`src/rtl/matrix_pkg.sv`:
```
// -----------------------------------------------------------------------------
// matrix_pkg
// Shared types and helpers for the LED dot-matrix source arbiter and the mode
// control block.
//   state_e     : arbiter FSM states (IDLE / BLANK / ACTIVE)
//   DEF_*       : default bus widths for the matrix and status LED bank
//   lsb_index() : lowest-set-bit priority encoder over a MAX_SRC-wide vector
// -----------------------------------------------------------------------------
package matrix_pkg;

   typedef enum logic [1:0] {
      IDLE   = 2'd0,
      BLANK  = 2'd1,
      ACTIVE = 2'd2
   } state_e;

   localparam int DEF_ROWS  = 5;
   localparam int DEF_COLS  = 7;
   localparam int DEF_LED_W = 8;

   // Widest request vector the helper encoder accepts.
   localparam int MAX_SRC   = 32;
   localparam int MAX_IDX_W = $clog2(MAX_SRC);

   // Index of the lowest set bit; 0 when no bit is set (callers qualify the
   // result with their own "any" flag). Scanning from the top down lets the
   // lowest set bit overwrite every higher one.
   function automatic logic [MAX_IDX_W-1:0] lsb_index(input logic [MAX_SRC-1:0] vec);
      logic [MAX_IDX_W-1:0] res;
      res = '0;
      for (int i = MAX_SRC - 1; i >= 0; i--) begin
         if (vec[i]) begin
            res = MAX_IDX_W'(i);
         end
      end
      return res;
   endfunction

endpackage

```
`src/rtl/prio_enc.sv`:
```
// -----------------------------------------------------------------------------
// prio_enc
// Lowest-set-bit priority encoder with an "any request" flag. Bit 0 has the
// highest priority. Shared with the mode control block.
// Ports:
//   req  in  N      request vector
//   idx  out IDX_W  index of the lowest set bit (0 when req is all zero)
//   any  out 1      at least one request bit is set
// -----------------------------------------------------------------------------
module prio_enc
   import matrix_pkg::*;
#(
   parameter int N     = 4,
   parameter int IDX_W = 2
) (
   input  logic [N-1:0]     req,
   output logic [IDX_W-1:0] idx,
   output logic             any
);

   logic [MAX_SRC-1:0] req_ext;

   always_comb begin
      req_ext        = '0;
      req_ext[N-1:0] = req;
      idx            = IDX_W'(lsb_index(req_ext));
      any            = |req;
   end

endmodule

```
`src/rtl/matrix_src_arbiter.sv`:
```
// -----------------------------------------------------------------------------
// matrix_src_arbiter
// Selects one of NUM_SRC display sources onto the LED dot-matrix row/column
// bus and the status LED bank. Every change of selected source passes through
// a BLANK interval of BLANK_CYCLES counts with the matrix driven dark, which
// keeps the old and new images from ghosting into each other. All pin outputs
// are registered.
// Ports:
//   CLOCK_50    in   1              system clock
//   rst_n       in   1              asynchronous active-low reset
//   src_en      in   NUM_SRC        per-source enable, bit 0 highest priority
//   src_row     in   NUM_SRC*ROWS   packed row buses, source i at [i*ROWS +: ROWS]
//   src_col     in   NUM_SRC*COLS   packed column buses, source i at [i*COLS +: COLS]
//   src_led     in   NUM_SRC        per-source overlay bit for the LED MSB
//   led_in      in   LED_W          status LEDs, passed through with 1-cycle latency
//   row         out  ROWS           registered row drive
//   column      out  COLS           registered column drive
//   leds        out  LED_W          registered status LEDs
//   active_idx  out  IDX_W          source currently owning the bus
//   active_vld  out  1              FSM is in ACTIVE
//   switching   out  1              FSM is in BLANK
//
// Handshake: none. src_en is a level-sensitive request; the selected source
// owns the bus only while its enable stays the highest-priority one set.
// -----------------------------------------------------------------------------
module matrix_src_arbiter
   import matrix_pkg::*;
#(
   parameter int NUM_SRC      = 4,
   parameter int ROWS         = DEF_ROWS,
   parameter int COLS         = DEF_COLS,
   parameter int LED_W        = DEF_LED_W,
   parameter int BLANK_CYCLES = 1000,
   localparam int IDX_W       = (NUM_SRC > 1) ? $clog2(NUM_SRC) : 1
) (
   input  logic                    CLOCK_50,
   input  logic                    rst_n,
   input  logic [NUM_SRC-1:0]      src_en,
   input  logic [NUM_SRC*ROWS-1:0] src_row,
   input  logic [NUM_SRC*COLS-1:0] src_col,
   input  logic [NUM_SRC-1:0]      src_led,
   input  logic [LED_W-1:0]        led_in,
   output logic [ROWS-1:0]         row,
   output logic [COLS-1:0]         column,
   output logic [LED_W-1:0]        leds,
   output logic [IDX_W-1:0]        active_idx,
   output logic                    active_vld,
   output logic                    switching
);

   localparam int                CNT_W    = $clog2(BLANK_CYCLES + 1);
   localparam logic [CNT_W-1:0]  CNT_LAST = CNT_W'(BLANK_CYCLES - 1);

   // Combinational selection
   logic [IDX_W-1:0] sel_idx;
   logic             sel_any;

   prio_enc #(
      .N     (NUM_SRC),
      .IDX_W (IDX_W)
   ) u_prio_enc (
      .req (src_en),
      .idx (sel_idx),
      .any (sel_any)
   );

   // State
   state_e           state_q,    state_d;
   logic [IDX_W-1:0] cur_idx_q,  cur_idx_d;
   logic [CNT_W-1:0] cnt_q,      cnt_d;
   logic [IDX_W-1:0] prev_sel_q, prev_sel_d;

   // Output registers
   logic [ROWS-1:0]  row_q,        row_d;
   logic [COLS-1:0]  column_q,     column_d;
   logic [LED_W-1:0] leds_q,       leds_d;
   logic [IDX_W-1:0] active_idx_q, active_idx_d;
   logic             active_vld_q, active_vld_d;
   logic             switching_q,  switching_d;

   logic             drive_en;

   // Next-state logic
   always_comb begin
      state_d    = state_q;
      cur_idx_d  = cur_idx_q;
      cnt_d      = cnt_q;
      prev_sel_d = sel_idx;

      case (state_q)
         IDLE: begin
            if (sel_any) begin
               state_d = BLANK;
               cnt_d   = '0;
            end
         end
         BLANK: begin
            if (!sel_any) begin
               state_d = IDLE;
            end else if (sel_idx != prev_sel_q) begin
               // Selection moved while blanking: the dark interval restarts
               // so the new source always gets a full blank before it shows.
               cnt_d = '0;
            end else if (cnt_q == CNT_LAST) begin
               state_d   = ACTIVE;
               cur_idx_d = sel_idx;
            end else begin
               cnt_d = cnt_q + 1'b1;
            end
         end
         ACTIVE: begin
            if (!sel_any) begin
               state_d = IDLE;
            end else if (sel_idx != cur_idx_q) begin
               state_d = BLANK;
               cnt_d   = '0;
            end
         end
         default: begin
            state_d = IDLE;
         end
      endcase
   end

   // Output logic. drive_en also checks the live selection so that the edge
   // which first sees a new source already loads zeros, instead of letting
   // one more cycle of the old source through.
   always_comb begin
      drive_en = (state_q == ACTIVE) && sel_any && (sel_idx == cur_idx_q);

      row_d    = '0;
      column_d = '0;
      if (drive_en) begin
         row_d    = src_row[cur_idx_q*ROWS +: ROWS];
         column_d = src_col[cur_idx_q*COLS +: COLS];
      end

      leds_d          = led_in;
      leds_d[LED_W-1] = led_in[LED_W-1] | (drive_en & src_led[cur_idx_q]);

      active_idx_d = cur_idx_q;
      active_vld_d = (state_d == ACTIVE);
      switching_d  = (state_d == BLANK);
   end

   always_ff @(posedge CLOCK_50 or negedge rst_n) begin
      if (!rst_n) begin
         state_q      <= IDLE;
         cur_idx_q    <= '0;
         cnt_q        <= '0;
         prev_sel_q   <= '0;
         row_q        <= '0;
         column_q     <= '0;
         leds_q       <= '0;
         active_idx_q <= '0;
         active_vld_q <= 1'b0;
         switching_q  <= 1'b0;
      end else begin
         state_q      <= state_d;
         cur_idx_q    <= cur_idx_d;
         cnt_q        <= cnt_d;
         prev_sel_q   <= prev_sel_d;
         row_q        <= row_d;
         column_q     <= column_d;
         leds_q       <= leds_d;
         active_idx_q <= active_idx_d;
         active_vld_q <= active_vld_d;
         switching_q  <= switching_d;
      end
   end

   assign row        = row_q;
   assign column     = column_q;
   assign leds       = leds_q;
   assign active_idx = active_idx_q;
   assign active_vld = active_vld_q;
   assign switching  = switching_q;

endmodule
```
`config.mk`:
```
export PLATFORM = sky130hd
export DESIGN_NAME = matrix_src_arbiter
export DESIGN_NICKNAME = d
export VERILOG_FILES = /design/src/rtl/matrix_pkg.sv /design/src/rtl/prio_enc.sv /design/src/rtl/matrix_src_arbiter.sv
export SDC_FILE = /design/constraint.sdc
export NUM_CORES = 1
export LEC_CHECK = 0
export ABC_AREA = 0
export CAP_MARGIN = 25
export CORE_UTILIZATION = 41
export DETAILED_ROUTE_END_ITERATION = 12
export PLACE_DENSITY = 0.9
export SLEW_MARGIN = 30
export SYNTH_ARGS = -nofsm -noshare
export SYNTH_HDL_FRONTEND = slang
export SYNTH_HIERARCHICAL = 1
export SYNTH_SLANG_ARGS = --single-unit
```
`constraint.sdc`:
```
create_clock -name CLOCK_50 -period 2.2 [get_ports CLOCK_50]
set_input_delay 0.33 -clock CLOCK_50 [delete_from_list [all_inputs] [get_ports CLOCK_50]]
set_output_delay 0.33 -clock CLOCK_50 [all_outputs]
set_load 0.03 [all_outputs]
```
==> flow_metrics.tcl, run 1 <==
set metrics [dict create \
    status "finished with violations" \
    violations "hold timing" \
    post_cts_resized 0 \
    rsz0062_at_grt "false" \
    number_of_global_route_vias_before_repair 1640 \
    timing.clock.skew_ps 1.982 \
    cts_hold_repair.buffers 0 \
    dominantRegCellSynth "sky130_fd_sc_hd__dfrtp_1" \
    die_h_um 69.95 \
    leakagePower_nw 1.205 \
    antenna_cells_inserted 0 \
    num_rows 24 \
    placed_instances 290 \
    crit_required_ps 2420 \
    ff_latch_area_um2 1001 \
    critPathKind "in -> reg" \
    post_cts.repair.setup_buffers 0 \
    initial_core_util 0.4318 \
    num_vias 1543 \
    grt_start_max_net_pins 41 \
    syn-instance-count 148 \
    cp_slowest_cell "sky130_fd_sc_hd__clkdlybuf4s50_1" \
    io_buffers 89 \
    initial_antenna_violation_count 0 \
    layout.cells.non_filler 298 \
    number_of_register_bits_inferred_by_synthesis 40 \
    synth-async-reset-ratio 1.000 \
    fin_tns_setup_ps 0 \
    multi_input_area_um2 828.3 \
    htreeDepth 2 \
    cpPeakStageDelay_ps 410 \
    slew-limit-headroom 0.6689 \
    post-route-min-period_ps 1916 \
    post-route-period-util 0.8708 \
    layout.cells.most_common "sky130_fd_sc_hd__clkdlybuf4s50_1" \
    worst_skew_pair.late_latency_ps 290 \
    syn_avg_cell_area_um2 12.79 \
    clock-sinks 40 \
    mapped_cell_area_um2 1893 \
    critPathTopFamily "simple AND/OR/NAND/NOR gates" \
    post-dp-hpwl_um 3388 \
    finalMaxSlewViolations 0 \
    clock_tree.root_cell "sky130_fd_sc_hd__clkbuf_8" \
    post_synth_num_cell_types 42 \
    holdWs_ps -0.8125 \
    worst_slew_pin_slew_ps 496.7 \
    detail_route.vias_per_cell 5.178 \
    post-route-worst-setup-slack_ps 284.2 \
    net_count_of_the_mapped_netlist 215 \
    drive_gt1_frac 0.1545 \
    preCtsSetupSlack_ps -49.30 \
    dieArea_um2 4893 \
    cp_data_arrival_time_ps 2130 \
    finish.net_count 312 \
    core_um2 4384 \
    chipWidth_um 69.95 \
    track_usage 0.2013 \
    hold_violations 1 \
    boundaryPins 90 \
    power.ir.vdd_worst_mv 0.3817 \
    routedWlPerCell_um 15.04 \
    flow.area_growth_from_synthesis_pct 56.31 \
    path_max_fanout 6 \
    power.density_cell_area_nw_per_um2 596.5 \
    global_route_wire_length_before_repair_um 7548 \
    cts.path.max_buffers 2 \
    cts_inserted_buffers 5 \
    number_of_flops_mapped_to_enable_cells_by_yosys 0 \
    ys.warnings.count 6 \
    drv_cap 0 \
    critPathBufInv 1 \
    timing.critical_path.from_type "input pin" \
    detail_route.first_pass.iterations 4 \
    cts_tree "done" \
    grt_overflow 0 \
    clkTransAtPathRegs_ps 70 \
    routability_cong 0.8113 \
    drt.antenna.violating_nets 0 \
    layout.filler_cells 323 \
    mostFrequentLayoutCells "88 x sky130_fd_sc_hd__clkdlybuf4s50_1, 40 x sky130_fd_sc_hd__dfrtp_1, 13 x sky130_fd_sc_hd__nor2b_1, 13 x sky130_fd_sc_hd__mux4_2" \
    finalSetupViolations 0 \
    initial_drc_count 48 \
    drc_errors 0 \
    max_clock_freq_ghz 0.5220 \
    timing.hold.worst.class "in -> async" \
    synth.yosys.seq_area_share 0.5288 \
    timing.critical_path.to_type "flip-flop" \
    route.final.wire_length_um 4482 \
    critical_path.cell_chain "clkdlybuf4s50_1 -> nand2b_1 -> a21oi_2 -> xnor2_1 -> and3_1 -> nand3b_1 -> nor2_1 -> a2bb2oi_1" \
]
-- power breakdown --
part / switching (mW) / leakage [nW] / total (mW) / internal, mW
Clock: 0.250 / 0.0445 / 0.505 / 0.255
Sequential: 0.0336 / 0.529 / 0.816 / 0.782
Combinational: 0.201 / 0.632 / 0.444 / 0.244
-- layer usage --
layer	part of all wire	GRT usage	wire (um)	vias up
met5	0	0	0	-
met2	0.51	0.3429	2295	71
li1	-	-	-	725
met3	0.061	0.05339	273	12
met4	0.024	0.08444	106	0
met1	0.40	0.2408	1806	735
-- area by class of cell --
type,instances,area share
tap,52,0.02199
multi-input combinational,95,0.2799
clock inverter,1,0.002537
clock buffer,7,0.02918
sequential,40,0.3383
timing repair buffer,97,0.3205
inverter,6,0.007611
-- stage by stage --
step	utilization	total power, mW	area (um^2)
detailed placement	0.6530	1.272	2863
global route	0.6749	1.864	2959
CTS	0.6744	1.779	2957
global placement	0.6530	1.262	2863
floorplan	-	1.060	1893
finish	0.6749	1.765	2959
-- sequential cells by signal, summed over array words and instances, names as in the netlist, 2 cells and up --
| register | cells |
|---|---|
| active_idx_d | 2 |
| leds | 8 |
| row | 5 |
| prev_sel_q | 2 |
| cnt_q | 10 |
| state_q | 2 |
| column | 7 |
| active_idx | 2 |
-- kinds of logic after synthesis --
family                   synth area share
XOR/XNOR                          0.01850
AND/OR/NAND/NOR                    0.1520
flip-flops                         0.5288
buffers and inverters             0.03370
adder cells (fa/ha/maj)          0.006608
AO/OA/AOI/OAI                     0.08857
multiplexers                       0.1718
-- Yosys cell counts (2+ instances only) --
cell,n,area (um^2)
sky130_fd_sc_hd__a21boi_0,3,22.52
sky130_fd_sc_hd__a21oi_1,3,15.01
sky130_fd_sc_hd__a21oi_2,2,17.52
sky130_fd_sc_hd__a2bb2oi_1,3,26.28
sky130_fd_sc_hd__a31oi_1,4,25.02
sky130_fd_sc_hd__and3_1,3,18.77
sky130_fd_sc_hd__buf_2,2,10.01
sky130_fd_sc_hd__dfrtp_1,40,1001
sky130_fd_sc_hd__inv_1,6,22.52
sky130_fd_sc_hd__mux2_2,2,22.52
sky130_fd_sc_hd__mux4_2,13,292.8
sky130_fd_sc_hd__nand2_1,8,30.03
sky130_fd_sc_hd__nand3_1,3,15.01
sky130_fd_sc_hd__nand3b_1,2,15.01
sky130_fd_sc_hd__nor2_1,9,33.78
sky130_fd_sc_hd__nor2b_1,13,81.33
sky130_fd_sc_hd__o21ai_0,3,15.01
sky130_fd_sc_hd__o21ai_1,2,10.01
sky130_fd_sc_hd__xnor2_1,4,35.03
-- path summary, 6_finish.rpt --
check                                      from                           to  slack [ps]  cells past startpoint
max                                   src_en[2]         cnt_q[6]$_DFFE_PN0P_         280                      8
min                                       rst_n          column[6]$_DFF_PN0_        -0.8                      1
max reg2reg                cnt_q[0]$_DFFE_PN0P_         cnt_q[7]$_DFFE_PN0P_         480                      6
min reg2reg                cnt_q[8]$_DFFE_PN0P_         cnt_q[8]$_DFFE_PN0P_         490                      1
max in group asynchronous                 rst_n  active_idx_d[0]$_DFFE_PN0P_        1860                      1
min in group CLOCK_50                 led_in[3]            leds[3]$_DFF_PN0_         470                      1
No activity file was read; power rests on OpenSTA's default activity.
==> run 2, diff against run 1 <==
--- a/config.mk
+++ b/config.mk
@@ -9,7 +9,7 @@
 export CAP_MARGIN = 25
 export CORE_UTILIZATION = 41
 export DETAILED_ROUTE_END_ITERATION = 12
-export PLACE_DENSITY = 0.9
+export PLACE_DENSITY = 0.86
 export SLEW_MARGIN = 30
 export SYNTH_ARGS = -nofsm -noshare
 export SYNTH_HDL_FRONTEND = slang
==> run 2 against run 1 <==
The flow still finishes with violations (hold timing). Combinational power decreased by 4%. Count of clock-buffer cells in the layout unchanged. Fmax decreased by 0.14%. Cell count decreased by 0.67%. Clock power increased by 28%. Worst setup slack got worse by 2.7 ps. Clock skew increased by 0.54 ps. Global-route usage increased by 0.29 points. Non-clock buffer count decreased by 2. First-iteration DRC count decreased by 17%. Final area increased by 0.59%. Critical path depth increased by 1. Largest cell class unchanged.
==> flow_metrics.tcl, run 2 (synthesis gave the netlist of run 1 again) <==
set metrics [dict create \
    status "finished with violations" \
    violations "hold timing" \
    drive_gt1_frac 0.1516 \
    routedWlPerCell_um 15.68 \
    grt_start_max_net_pins 41 \
    worst_reg2reg_setup_slack_ps 450 \
    crit_required_ps 2370 \
    largest_register_ffs 10 \
    post-route-worst-setup-slack_ps 281.5 \
    timing.rr.start "cnt_q[0]$_DFFE_PN0P_" \
    routedLengthMet1_um 1821 \
    multi_input_area_um2 828.3 \
    cts_tree "done" \
    net-switching-power_uw 475.5 \
    detail_route.vias_per_cell 5.199 \
    clkTransAtPathRegs_ps 70 \
    p_int_mw 1.413 \
    max_flop_register "cnt_q" \
    cts_hold_repair.buffers 0 \
    cp_data_arrival_time_ps 2090 \
    layout.filler_cells 336 \
    drt.antenna.violating_nets 0 \
    timing.critical_path.from_type "input pin" \
    post-route-min-period_ps 1918 \
    power_switching_share 0.2518 \
    num_vias 1539 \
    worst_slew_pin_slew_ps 486.7 \
    power.clock.fraction 0.342 \
    finalMaxSlewViolations 0 \
    layout.cells.most_common "sky130_fd_sc_hd__clkdlybuf4s50_1" \
    flow.area_growth_from_synthesis_pct 57.24 \
    htreeDepth 2 \
    boundaryPins 90 \
    leakagePower_nw 1.215 \
    post_cts.repair.setup_buffers 0 \
    cts.path.max_buffers 2 \
    met3_length_um 238 \
    chipWidth_um 69.95 \
    power.ir.vdd_worst_mv 0.4234 \
    io_buffers 89 \
    detail_route.first_pass.iterations 4 \
    dpl-instance-area_um2 2848 \
    finalSetupViolations 0 \
    slew-limit-headroom 0.6755 \
    finish.net_count 310 \
    core_um2 4384 \
    dr.max_layer_used "met4" \
    mostFrequentLayoutCells "88 x sky130_fd_sc_hd__clkdlybuf4s50_1, 40 x sky130_fd_sc_hd__dfrtp_1, 13 x sky130_fd_sc_hd__nor2b_1, 13 x sky130_fd_sc_hd__mux4_2, 9 x sky130_fd_sc_hd__nor2_1" \
    share_comb_of_total_power 0.226 \
    fin_tns_setup_ps 0 \
    max_clock_freq_ghz 0.5212 \
    met2_length_um 2544 \
    ff2ff_path_depth 6 \
    rr_endpoint "cnt_q[8]$_DFFE_PN0P_" \
    number_of_global_route_vias_before_repair 1609 \
    post_cts_resized 0 \
    power.density_cell_area_nw_per_um2 634.5 \
    route.final.wire_length_um 4641 \
    rsz0062_at_grt "false" \
    layout.cell_area.non_filler_um2 2977 \
    preCtsSetupSlack_ps -48.85 \
    placed_instances 288 \
    ff_latch_area_um2 1001 \
    clock-sinks 40 \
    post-dp-hpwl_um 3647 \
    layout.cells.non_filler 296 \
    post-route-period-util 0.8720 \
    cts_inserted_buffers 5 \
    sequentialPowerShare 0.432 \
    initial_drc_count 40 \
    path_max_fanout 9 \
    hold_violations 1 \
    timing.clock.skew_ps 2.526 \
    initial_core_util 0.4318 \
    worst_skew_pair.late_latency_ps 290 \
    num_rows 24 \
    antenna_cells_inserted 0 \
    holdWs_ps -0.3638 \
    initial_antenna_violation_count 0 \
    timing.hold.worst.class "in -> async" \
    dieArea_um2 4893 \
    die_h_um 69.95 \
    grt_overflow 0 \
    drc_errors 0 \
    critPathKind "in -> reg" \
    track_usage 0.2042 \
    routability_cong 0.8269 \
    global_route_wire_length_before_repair_um 7741 \
    clock_tree.root_cell "sky130_fd_sc_hd__clkbuf_8" \
    timing.critical_path.to_type "flip-flop" \
    drv_cap 0 \
]
-- run 2: cell count changes in the layout (fill, tap and decap cells not counted) --
cell	previous run	this run
sky130_fd_sc_hd__clkbuf_1	1	0
sky130_fd_sc_hd__buf_4	9	7
sky130_fd_sc_hd__bufinv_16	0	1
sky130_fd_sc_hd__clkinvlp_4	1	0
sky130_fd_sc_hd__clkbuf_8	6	7
-- run 2: worst max path at each step --
| stage | start | to | slack (ps) |
|---|---|---|---|
| 2_1_floorplan | src_en[0] | cnt_q[4]$_DFFE_PN0P_ | 490 |
| 3_3_place_gp | src_en[2] | active_idx_d[0]$_DFFE_PN0P_ | 20 |
| 3_5_place_dp | src_en[2] | cnt_q[2]$_DFFE_PN0P_ | -50 |
| 4_1_cts | src_en[2] | cnt_q[2]$_DFFE_PN0P_ | 270 |
| 5_1_grt | src_en[3] | cnt_q[6]$_DFFE_PN0P_ | 140 |
| 6_report | src_en[2] | cnt_q[2]$_DFFE_PN0P_ | 280 |
-- run 2: metrics by stage --
stage / power [mW] / util
after global placement: 1.245 / 0.6495
after CTS: 1.906 / 0.6784
final: 1.889 / 0.6789
after floorplan: 1.060 / -
after global routing: 1.989 / 0.6789
after detailed placement: 1.258 / 0.6495
-- run 2: power by group through the flow --
stage | logic [mW] | clock network, mW | registers [mW]
finish | 0.426 | 0.647 | 0.816
global route | 0.470 | 0.697 | 0.822
detailed placement | 0.428 | 0 | 0.830
CTS | 0.430 | 0.661 | 0.815
global placement | 0.417 | 0 | 0.828
floorplan | 0.203 | 0 | 0.857
-- run 2: per-layer routing --
metal	GRT usage	up-vias
met5	0	-
met4	0.03556	0
met3	0.04762	4
met2	0.3739	47
met1	0.2466	766
li1	-	722
-- run 2: area by class of cell --
type / count / share of cell area
Timing Repair Buffer: 95 / 0.3136
Inverter: 6 / 0.007566
Clock inverter: 1 / 0.01009
Clock buffer: 7 / 0.03237
Multi-Input combinational cell: 95 / 0.2783
Sequential cell: 40 / 0.3363
Tap cell: 52 / 0.02186
-- run 2: worst max-delay path: stages --
cell and delay (ps):
sky130_fd_sc_hd__clkdlybuf4s50_1 410, sky130_fd_sc_hd__nand2b_1 160, sky130_fd_sc_hd__a21oi_2 230, sky130_fd_sc_hd__xnor2_1 120
sky130_fd_sc_hd__and3_1 250, sky130_fd_sc_hd__buf_4 190, sky130_fd_sc_hd__and4_1 200, sky130_fd_sc_hd__a31oi_1 130
sky130_fd_sc_hd__o21ai_1 80
